`src/rtl/bsort_pkg.sv`:
```
// Shared definitions for the bubble-sort sequencer: FSM state encoding,
// default widths and the swap counter width helper.
package bsort_pkg;

    localparam int DEF_DATA_W = 16;
    localparam int DEF_ADDR_W = 4;

    typedef enum logic [2:0] {
        S_IDLE  = 3'd0,
        S_RD_A  = 3'd1,
        S_RD_B  = 3'd2,
        S_CMP   = 3'd3,
        S_WR_LO = 3'd4,
        S_WR_HI = 3'd5,
        S_DONE  = 3'd6
    } bsort_state_e;

    // Worst case is n(n-1)/2 swaps for n = 2^addr_w, which fits in 2*addr_w bits.
    function automatic int swap_cnt_w(input int addr_w);
        return 2 * addr_w;
    endfunction

endpackage

```
`src/rtl/bsort_swap_dp.sv`:
```
// Compare/swap datapath: holds the two words under comparison, decides
// whether they are out of order (strictly greater, so equal keys stay put)
// and selects which held word goes to the RAM on a write.
module bsort_swap_dp #(
    parameter int DATA_W = 16
) (
    input  logic              clk,
    input  logic              rst,
    input  logic              load_a_i,
    input  logic              load_b_i,
    input  logic              sel_hi_i,
    input  logic [DATA_W-1:0] rdata_i,
    output logic              gt_o,
    output logic [DATA_W-1:0] wdata_o
);

    logic [DATA_W-1:0] a_q;
    logic [DATA_W-1:0] b_q;

    // Capture the lower-address word, then the upper-address word, as the reads return.
    always_ff @(posedge clk) begin
        if (rst) begin
            a_q <= '0;
            b_q <= '0;
        end else begin
            if (load_a_i) a_q <= rdata_i;
            if (load_b_i) b_q <= rdata_i;
        end
    end

    // The second word is compared straight off the RAM bus in the cycle it arrives.
    always_comb begin
        gt_o = (a_q > rdata_i);
    end

    // Swapped write order: upper word goes low first, then the lower word goes high.
    always_comb begin
        wdata_o = sel_hi_i ? a_q : b_q;
    end

endmodule

```
`src/rtl/bubble_sort_ctrl.sv`:
```
// In-place bubble-sort sequencer driving a single-port RAM with one-cycle
// registered read data. Sorts the first len words ascending (unsigned, stable).
// Build option: define BSORT_EARLY_EXIT_EN to end the sort after a pass
// that made no swap; otherwise all len-1 passes always run.
//
// Handshake: start is sampled only while busy is low; once accepted, len is
// captured and not re-read, further start pulses are ignored until the
// single-cycle done pulse, after which busy falls and the RAM belongs to the host.
module bubble_sort_ctrl
    import bsort_pkg::*;
#(
    parameter int DATA_W = DEF_DATA_W,
    parameter int ADDR_W = DEF_ADDR_W
) (
    input  logic                              clk,
    input  logic                              rst,
    input  logic                              start,
    input  logic [ADDR_W:0]                   len,
    output logic                              busy,
    output logic                              done,
    output logic [swap_cnt_w(ADDR_W)-1:0]     swap_count,
    output logic                              mem_en,
    output logic                              mem_rw,
    output logic [ADDR_W-1:0]                 mem_addr,
    output logic [DATA_W-1:0]                 mem_wdata,
    input  logic [DATA_W-1:0]                 mem_rdata,
    output bsort_state_e                      dbg_state
);

    localparam int SCW = swap_cnt_w(ADDR_W);
    localparam logic [ADDR_W:0] LEN_TWO = (ADDR_W + 1)'(2);

    bsort_state_e      state_q, state_d;
    logic [ADDR_W-1:0] i_q, i_d;
    logic [ADDR_W-1:0] hi_q, hi_d;
    logic              swapped_q, swapped_d;
    logic [SCW-1:0]    swap_cnt_q, swap_cnt_d;

    logic              advance;
    logic              early_exit;
    logic              dp_gt;
    logic [DATA_W-1:0] dp_wdata;
    logic [ADDR_W-1:0] i_p1;

    assign i_p1 = i_q + ADDR_W'(1);

    bsort_swap_dp #(
        .DATA_W (DATA_W)
    ) u_swap_dp (
        .clk      (clk),
        .rst      (rst),
        .load_a_i (state_q == S_RD_B),
        .load_b_i (state_q == S_CMP),
        .sel_hi_i (state_q == S_WR_HI),
        .rdata_i  (mem_rdata),
        .gt_o     (dp_gt),
        .wdata_o  (dp_wdata)
    );

    // A pass with no swap means the remaining prefix is already ordered.
`ifdef BSORT_EARLY_EXIT_EN
    logic swapped_now;
    assign swapped_now = swapped_q | (state_q == S_WR_HI);
    assign early_exit  = ~swapped_now;
`else
    assign early_exit  = 1'b0;
`endif

    // State, pass bounds and swap statistics register.
    always_ff @(posedge clk) begin
        if (rst) begin
            state_q    <= S_IDLE;
            i_q        <= '0;
            hi_q       <= '0;
            swapped_q  <= 1'b0;
            swap_cnt_q <= '0;
        end else begin
            state_q    <= state_d;
            i_q        <= i_d;
            hi_q       <= hi_d;
            swapped_q  <= swapped_d;
            swap_cnt_q <= swap_cnt_d;
        end
    end

    // Next-state logic; advance is the shared "move to next pair / next pass" step.
    always_comb begin
        state_d    = state_q;
        i_d        = i_q;
        hi_d       = hi_q;
        swapped_d  = swapped_q;
        swap_cnt_d = swap_cnt_q;
        advance    = 1'b0;

        case (state_q)
            S_IDLE: begin
                if (start) begin
                    swap_cnt_d = '0;
                    if (len < LEN_TWO) begin
                        state_d = S_DONE;
                    end else begin
                        i_d       = '0;
                        hi_d      = ADDR_W'(len - LEN_TWO);
                        swapped_d = 1'b0;
                        state_d   = S_RD_A;
                    end
                end
            end
            S_RD_A:  state_d = S_RD_B;
            S_RD_B:  state_d = S_CMP;
            S_CMP: begin
                if (dp_gt) state_d = S_WR_LO;
                else       advance = 1'b1;
            end
            S_WR_LO: state_d = S_WR_HI;
            S_WR_HI: begin
                swapped_d  = 1'b1;
                swap_cnt_d = swap_cnt_q + SCW'(1);
                advance    = 1'b1;
            end
            S_DONE:  state_d = S_IDLE;
            default: state_d = S_IDLE;
        endcase

        if (advance) begin
            if (i_q < hi_q) begin
                i_d     = i_q + ADDR_W'(1);
                state_d = S_RD_A;
            end else if ((hi_q == '0) || early_exit) begin
                state_d = S_DONE;
            end else begin
                i_d       = '0;
                hi_d      = hi_q - ADDR_W'(1);
                swapped_d = 1'b0;
                state_d   = S_RD_A;
            end
        end
    end

    // RAM strobes decoded from the registered state; all zero when not accessing.
    always_comb begin
        mem_en    = 1'b0;
        mem_rw    = 1'b0;
        mem_addr  = '0;
        mem_wdata = '0;
        case (state_q)
            S_RD_A: begin
                mem_en   = 1'b1;
                mem_addr = i_q;
            end
            S_RD_B: begin
                mem_en   = 1'b1;
                mem_addr = i_p1;
            end
            S_WR_LO: begin
                mem_en    = 1'b1;
                mem_rw    = 1'b1;
                mem_addr  = i_q;
                mem_wdata = dp_wdata;
            end
            S_WR_HI: begin
                mem_en    = 1'b1;
                mem_rw    = 1'b1;
                mem_addr  = i_p1;
                mem_wdata = dp_wdata;
            end
            default: begin
                mem_en = 1'b0;
            end
        endcase
    end

    assign busy       = (state_q != S_IDLE);
    assign done       = (state_q == S_DONE);
    assign swap_count = swap_cnt_q;
    assign dbg_state  = state_q;

endmodule
```
`config.mk`:
```
export PLATFORM = sky130hd
export DESIGN_NAME = bubble_sort_ctrl
export DESIGN_NICKNAME = d
export VERILOG_FILES = /design/src/rtl/bsort_pkg.sv /design/src/rtl/bsort_swap_dp.sv /design/src/rtl/bubble_sort_ctrl.sv
export SDC_FILE = /design/constraint.sdc
export NUM_CORES = 1
export LEC_CHECK = 0
export BUFFER_PORTS_ARGS = -buffer_cell sky130_fd_sc_hd__buf_2
export CAP_MARGIN = 20
export CORE_ASPECT_RATIO = 0.7
export CORE_MARGIN = 2
export CORE_UTILIZATION = 40
export CTS_CLUSTER_SIZE = 20
export DETAILED_ROUTE_END_ITERATION = 8
export GPL_ROUTABILITY_DRIVEN = 0
export PLACE_DENSITY = 0.59
export SLEW_MARGIN = 0
export SYNTH_ARGS = -nofsm -noshare
export SYNTH_HDL_FRONTEND = slang
export SYNTH_HIERARCHICAL = 1
export SYNTH_SLANG_ARGS = --single-unit
```
`constraint.sdc`:
```
create_clock -name clk -period 4.5 [get_ports clk]
set_input_delay 0.9 -clock clk [delete_from_list [all_inputs] [get_ports clk]]
set_output_delay 0.9 -clock clk [all_outputs]
set_load 0.01 [all_outputs]
```
### Word-level counts from Yosys, hierarchy flattened

Cells that the tools add are included.

| word-level totals | value |
|---|---|
| word-level logic and storage cells | 61 |
| input port bits | 24 |
| memories kept | 0 |
| memory bits (writable) | 0 |
| latch bits | 0 |
| output and inout port bits | 35 |
| register bits after elaboration | 51 |
| memory bits (read-only) | 0 |

| operators by class | value |
|---|---|
| equality and inequality tests | 10 |
| multiply operators | 0 |
| shift-type cells | 0 |
| magnitude comparators | 3 |
| div/mod/pow operators | 0 |
| mux-type cells | 28 |
| add/sub/neg operators | 4 |
| bitwise gates (word level) | 0 |
| reductions and logical operators | 10 |

Operators by type and width:

| kind | count |
|---|---|
| 2-to-1 mux 4 bit | 12 |
| 2-to-1 mux 16 bit | 2 |
| 2-to-1 mux 3 bit | 6 |
| case mux 3 bit (6 select lines) | 1 |
| greater-than comparator 16 bit | 1 |
| case mux 8 bit (2 select lines) | 1 |
| equality test 3 bit (second input constant) | 3 |
| adder 8 x 1 -> 8 bit (second input constant) | 1 |
| 2-to-1 mux 8 bit | 1 |
| case mux 4 bit (2 select lines) | 1 |
| equality test 3 x 2 -> 1 bit (second input constant) | 2 |
| inequality test 3 bit (second input constant) | 2 |
| OR reduction 2 bit | 3 |
| < comparator 5 x 2 -> 1 bit (second input constant) | 1 |
| adder 4 x 1 -> 4 bit (second input constant) | 1 |
| zero test 4 bit | 1 |
| < comparator 4 bit | 1 |
| inequality test 2 bit (second input constant) | 2 |
| OR reduction 4 bit | 1 |
| subtractor 4 x 1 -> 4 bit (second input constant) | 1 |
| subtractor 4 x 2 -> 4 bit (second input constant) | 1 |
| equality test 3 x 1 -> 1 bit (second input constant) | 1 |
| zero test 3 bit | 1 |
| 2-to-1 mux 1 bit | 3 |
| other kinds (5) | 5 |

### Depth between registers and ports, before layout

| logic depth | value |
|---|---|
| depth after elaboration | 7 |
| depth in mapped cells | 11 |
| mapped depth without buffers | 11 |

### Modules after synthesis

Netlist, hierarchy kept.

Modules (own cells, without submodules):

| module | cells each | sequential area each (µm²) | instances | area an instance (µm²) |
|---|---|---|---|---|
| bsort_swap_dp | 177 | 640.6 | 1 | 1714.1 |
| bubble_sort_ctrl | 191 | 380.4 | 1 | 1510.2 |

### Worst setup path after synthesis

OpenSTA, ideal clock, no wires.

| path | value |
|---|---|
| path kind | input-to-reg |
| start | input port mem_rdata[14] |
| end | register hi_q[0] |
| slack | 1307 ps |
| setup time | 95 ps |
| stages | 11 |
| required time | 4405 ps |
| data arrival time | 3098 ps |
| path buffers | 0 |
| cells stage by stage | inv_1 > ha_1 > a21oi_1 > nand2_1 > a221o_1 > o31a_1 > nor2_1 > a31oi_4 > nor4_4 > nand2_2 > a221oi_1 |

| on the way | value |
|---|---|
| cells in the longest elaborated chain, start to end | 4 |

Ends and longest elaborated chain:

| item | RTL line | source |
|---|---|---|
| from (decl) | bubble_sort_ctrl.sv:26 | `input logic [DATA_W-1:0] mem_rdata,` |
| greater-than comparator 16 bit | bsort_swap_dp.sv:33 | `gt_o = (a_q > rdata_i);` |
| via dp_gt | bubble_sort_ctrl.sv:41 | `logic dp_gt;` |
| 2-to-1 mux 1 bit | bubble_sort_ctrl.sv:112 | `if (dp_gt) state_d = S_WR_LO;` |
| case mux 1 bit (2 select lines) | bubble_sort_ctrl.sv:95 | `case (state_q)` |
| 2-to-1 mux 4 bit | bubble_sort_ctrl.sv:125 | `if (advance) begin` |
| to (signal assigned) | bubble_sort_ctrl.sv:80 | `hi_q <= hi_d;` |
| to (decl) | bubble_sort_ctrl.sv:35 | `logic [ADDR_W-1:0] hi_q, hi_d;` |

The timed path passes the listed nets, and every way through them passes these cells.
A chain may end at the register's enable or synchronous reset.

### Worst setup path after layout

| path | value |
|---|---|
| start | register state_q[2], in the netlist dbg_state[2] |
| end | output port mem_wdata[12] |

| on the way | value |
|---|---|
| cells in the longest elaborated chain, start to end | 3 |
| elaborated cells on any way between the ends | 5 |
| classes of those cells | eq/ne (2); mux (2); reduce/logical (1) |

Ends and longest elaborated chain:

| item | RTL line | source |
|---|---|---|
| from (decl) | bubble_sort_ctrl.sv:33 | `bsort_state_e state_q, state_d;` |
| from (signal assigned) | bubble_sort_ctrl.sv:78 | `state_q <= state_d;` |
| equality test 3 bit | bubble_sort_ctrl.sv:54 | `.sel_hi_i (state_q == S_WR_HI),` |
| 2-to-1 mux 16 bit | bsort_swap_dp.sv:38 | `wdata_o = sel_hi_i ? a_q : b_q;` |
| via dp_wdata[12] | bubble_sort_ctrl.sv:42 | `logic [DATA_W-1:0] dp_wdata;` |
| 2-to-1 mux 16 bit | bubble_sort_ctrl.sv:146 | `case (state_q)` |
| to (decl) | bubble_sort_ctrl.sv:25 | `output logic [DATA_W-1:0] mem_wdata,` |

The timed path passes the listed nets, and every way through them passes these cells.

==> flow_summary.rst <==
.. list-table::
   :header-rows: 1

   * - Metric
     - Value
   * - Result of the run
     - finished, final reports clean
   * - Wire length of the first global-routing pass
     - approximately 12 mm
   * - Worst voltage drop across the vdd grid
     - between 0.0001 and 0.00015 V
   * - Detailed-route wire length per cell
     - around 14 microns
   * - Cell count after synthesis
     - about 370
   * - TritonCTS Buffers
     - 5
   * - Depth of the most critical reg-to-reg path
     - 10
   * - Proportion of layout cells with a drive suffix above 1
     - between 20 and 25%
   * - Total power density per cell area
     - slightly above 300 nW/um^2
   * - Share of the core filled with cells
     - between 40% and 50%
   * - Synth cell types
     - 54
   * - Unrepaired setup endpoints after global routing
     - false
   * - Detailed-route vias per instance
     - around 5.2
   * - Port bufs
     - 58
   * - Largest cells by area after synthesis
     - dfxtp_1, mux2i_1, ha_1
   * - Crit path capture type
     - output port
   * - Clock tree from TritonCTS
     - yes
   * - Total Wirelength
     - approximately 7.5 mm
   * - Destination of the worst register-to-register timing path
     - hi_q[1]
   * - Starting Density
     - 41.14%
   * - Global router's overall resource usage
     - 17.32%
   * - Worst-case clock skew
     - between 0.006 and 0.007 ns
   * - Relative area change from synthesis to final layout
     - 16.65%
   * - Clock latency at the later pin of the worst-skew pair
     - ~0.29 ns
   * - Remaining antenna violation count after routing
     - 0
   * - Worst-case clock buffer depth
     - 2
   * - Post-synth EDFFs
     - 0
   * - First-pass detailed-route iteration total
     - 4
   * - Final Net Count
     - around 460
   * - Via count of the first global-routing pass
     - between 2k and 3k
   * - Antenna violations before repair
     - 0
   * - Largest net degree at the start of global routing
     - 49
   * - Number of diodes added for antenna fixing
     - 0
   * - DRC violations left
     - 0
   * - CP required
     - between 3 and 4 ns
   * - Launching instance or port of the critical path
     - dbg_state[2]
   * - Setup slack on the worst flop-to-flop path
     - 1.54 ns
   * - Total power after layout
     - around 0.0012 W
   * - Hold Crit Endpoint
     - u_swap_dp/b_q[13]
   * - Slew at the pin closest to its max-slew limit
     - ~0.95 ns
   * - H-tree levels
     - 2
   * - Fraction of synthesized cell area taken by the top area cell type
     - between 30% and 40%
   * - Number of I/O pins
     - between 50 and 60
   * - Crit share post-route
     - roughly four fifths
   * - Number of clock sinks
     - 51
   * - Predominant post-synthesis flop cell
     - dfxtp_1
   * - Post-layout instance count excluding filler cells
     - just over 500
   * - Number of buffers added to fix hold violations after cts
     - 0
   * - Leak pwr
     - between 1.5 and 2 nW
   * - WS Path Type
     - register to output port
   * - Max-Cap Viols
     - 0
   * - Total negative setup slack
     - 0 ns
   * - Count of instances resized after the clock tree is built
     - 0
   * - Floorplan core area
     - between 7000 and 8000 sq um
   * - Std cell rows
     - 27
   * - Clock tree root driver cell
     - clkbuf_16
   * - Min-Delay Startpoint
     - u_swap_dp/b_q[13]
   * - Die H
     - around 80 microns
   * - Final Slew Violations
     - 0
   * - Rel. slew slack
     - ~36%
   * - Number of setup buffers added after CTS
     - 0
   * - Die W
     - 111.3 microns
   * - Number of violations reported at the end of detailed-routing iteration 0
     - 79
   * - Max frequency
     - 273.9 MHz
   * - Via count
     - about 2.7k
   * - Biggest area consumer among synthesized cells
     - dfxtp_1
   * - Number of stages on the worst hold path
     - 2
   * - Commonest cells in the synthesized netlist
     - dfxtp_1, nor2_1, mux2i_1, inv_1, a21oi_1
   * - Number of hold violations in the final report
     - 0
   * - Syn Area/Cell
     - just under 9 sq um
   * - Full die area
     - around 8800 sq um
   * - Critical register-to-register path startpoint
     - u_swap_dp/a_q[14]
   * - Cell Area, Synth
     - between 3000 and 4000 sq um
   * - Number of setup violations in the final report
     - 0
   * - Clock-pin slew reported for the worst setup and hold paths after clock tree synthesis
     - 0.07 ns
   * - Cells after DPL
     - between 500 and 600
   * - Sequential fraction of the synthesis area
     - a little under a third
   * - Final period demand of the worst path
     - 3.651 ns
   * - Critical path launch point type
     - register
   * - Leftover overflow at the end of global routing
     - 0
   * - Synthesized flop and latch total
     - 51
   * - Crit-path max FO
     - 24
   * - Total nets after synthesis
     - approximately 420
   * - Arrival time reported for the critical path endpoint
     - ~2.8 ns
   * - Share of synthesized registers carrying an async set or reset
     - 0%
   * - Type of the worst min-delay path
     - register to register
   * - DP Wirelength
     - about 5.3 mm
   * - Synth warnings
     - 6
==> layout make-up <==
cell class | instances | area (sq um)
inverter | 27 | 106.4
timing repair buffer | 61 | 332.8
multi-input combinational | 271 | 2003
sequential | 51 | 1021
tap | 101 | 126.4
clock inverter | 3 | 46.29
fill | 769 | 4076
clock buffer | 5 | 125.1
==> kinds of logic after synthesis <==
family / Yosys count / synth area share, %
AOI/OAI and AO/OA: 63 / 13.89
xor gates and xnor gates: 6 / 1.630
adders and majority gates: 23 / 8.925
buffers and inverters: 46 / 6.441
DFF: 51 / 31.66
muxes: 53 / 17.19
and+or+nand+nor: 126 / 20.26
==> power breakdown <==
part	switching, W	leakage [nW]	total [W]	internal (W)
Sequential	0.0000305	0.413	0.000502	0.000472
Combinational	0.000118	1.19	0.000212	0.0000949
Clock	0.000179	0.0804	0.000444	0.000265
==> state kept, by name (all words and copies together), names as in the netlist <==
register and count:
u_swap_dp/a_q 16, hi_q 4, swap_count 8, dbg_state 3, i_q 4, u_swap_dp/b_q 16
==> stage by stage <==
step           hold slack (ns)  cell area [sq um]  worst slack, ns
4_1_cts                 0.4996               3761           0.8072
6_report                0.4935               3761           0.8492
3_3_place_gp            0.4684               3562           0.9256
2_1_floorplan           0.4561               3224            1.307
3_5_place_dp            0.4802               3590           0.8416
5_1_grt                 0.5247               3761           0.6409
==> layer usage <==
| layer | global-route usage [%] | vias to the layer above | wire length [microns] |
|---|---|---|---|
| li1 | - | 1381 | - |
| met1 | 24.94 | 1279 | 3939 |
| met2 | 26.65 | 40 | 3201 |
| met3 | 3.588 | 5 | 280 |
| met4 | 4.074 | 0 | 55 |
| met5 | 0 | - | 0 |
==> how the worst max path moves through the flow <==
stage / cells past startpoint / to
after floorplan: 11 / hi_q[0]
final: 6 / mem_wdata[12]
after global routing: 6 / mem_wdata[4]
after detailed placement: 12 / hi_q[1]
after CTS: 6 / mem_wdata[12]
after global placement: 12 / hi_q[0]
==> cells in the final DEF (no fill, tap or decap), types with 9 or more instances in the layout <==
master / synthesis / layout
ha_1: 23 / 23
dfxtp_1: 51 / 51
nand2_1: 17 / 17
inv_1: 26 / 26
buf_2: 6 / 58
nor2_1: 51 / 50
nand3_1: 9 / 9
a21oi_1: 24 / 24
and2_1: 18 / 18
mux2i_1: 34 / 34
mux2_2: 19 / 19
==> worst max-delay path, stage by stage (launching register included) <==
cell and delay [ns]:
dfxtp_1 0.83, nor2b_4 0.59, nand2_4 0.14, clkinv_4 0.25, mux2_2 0.36, and2_1 0.14
buf_2 0.14
Power figures use the tool's default switching activity.
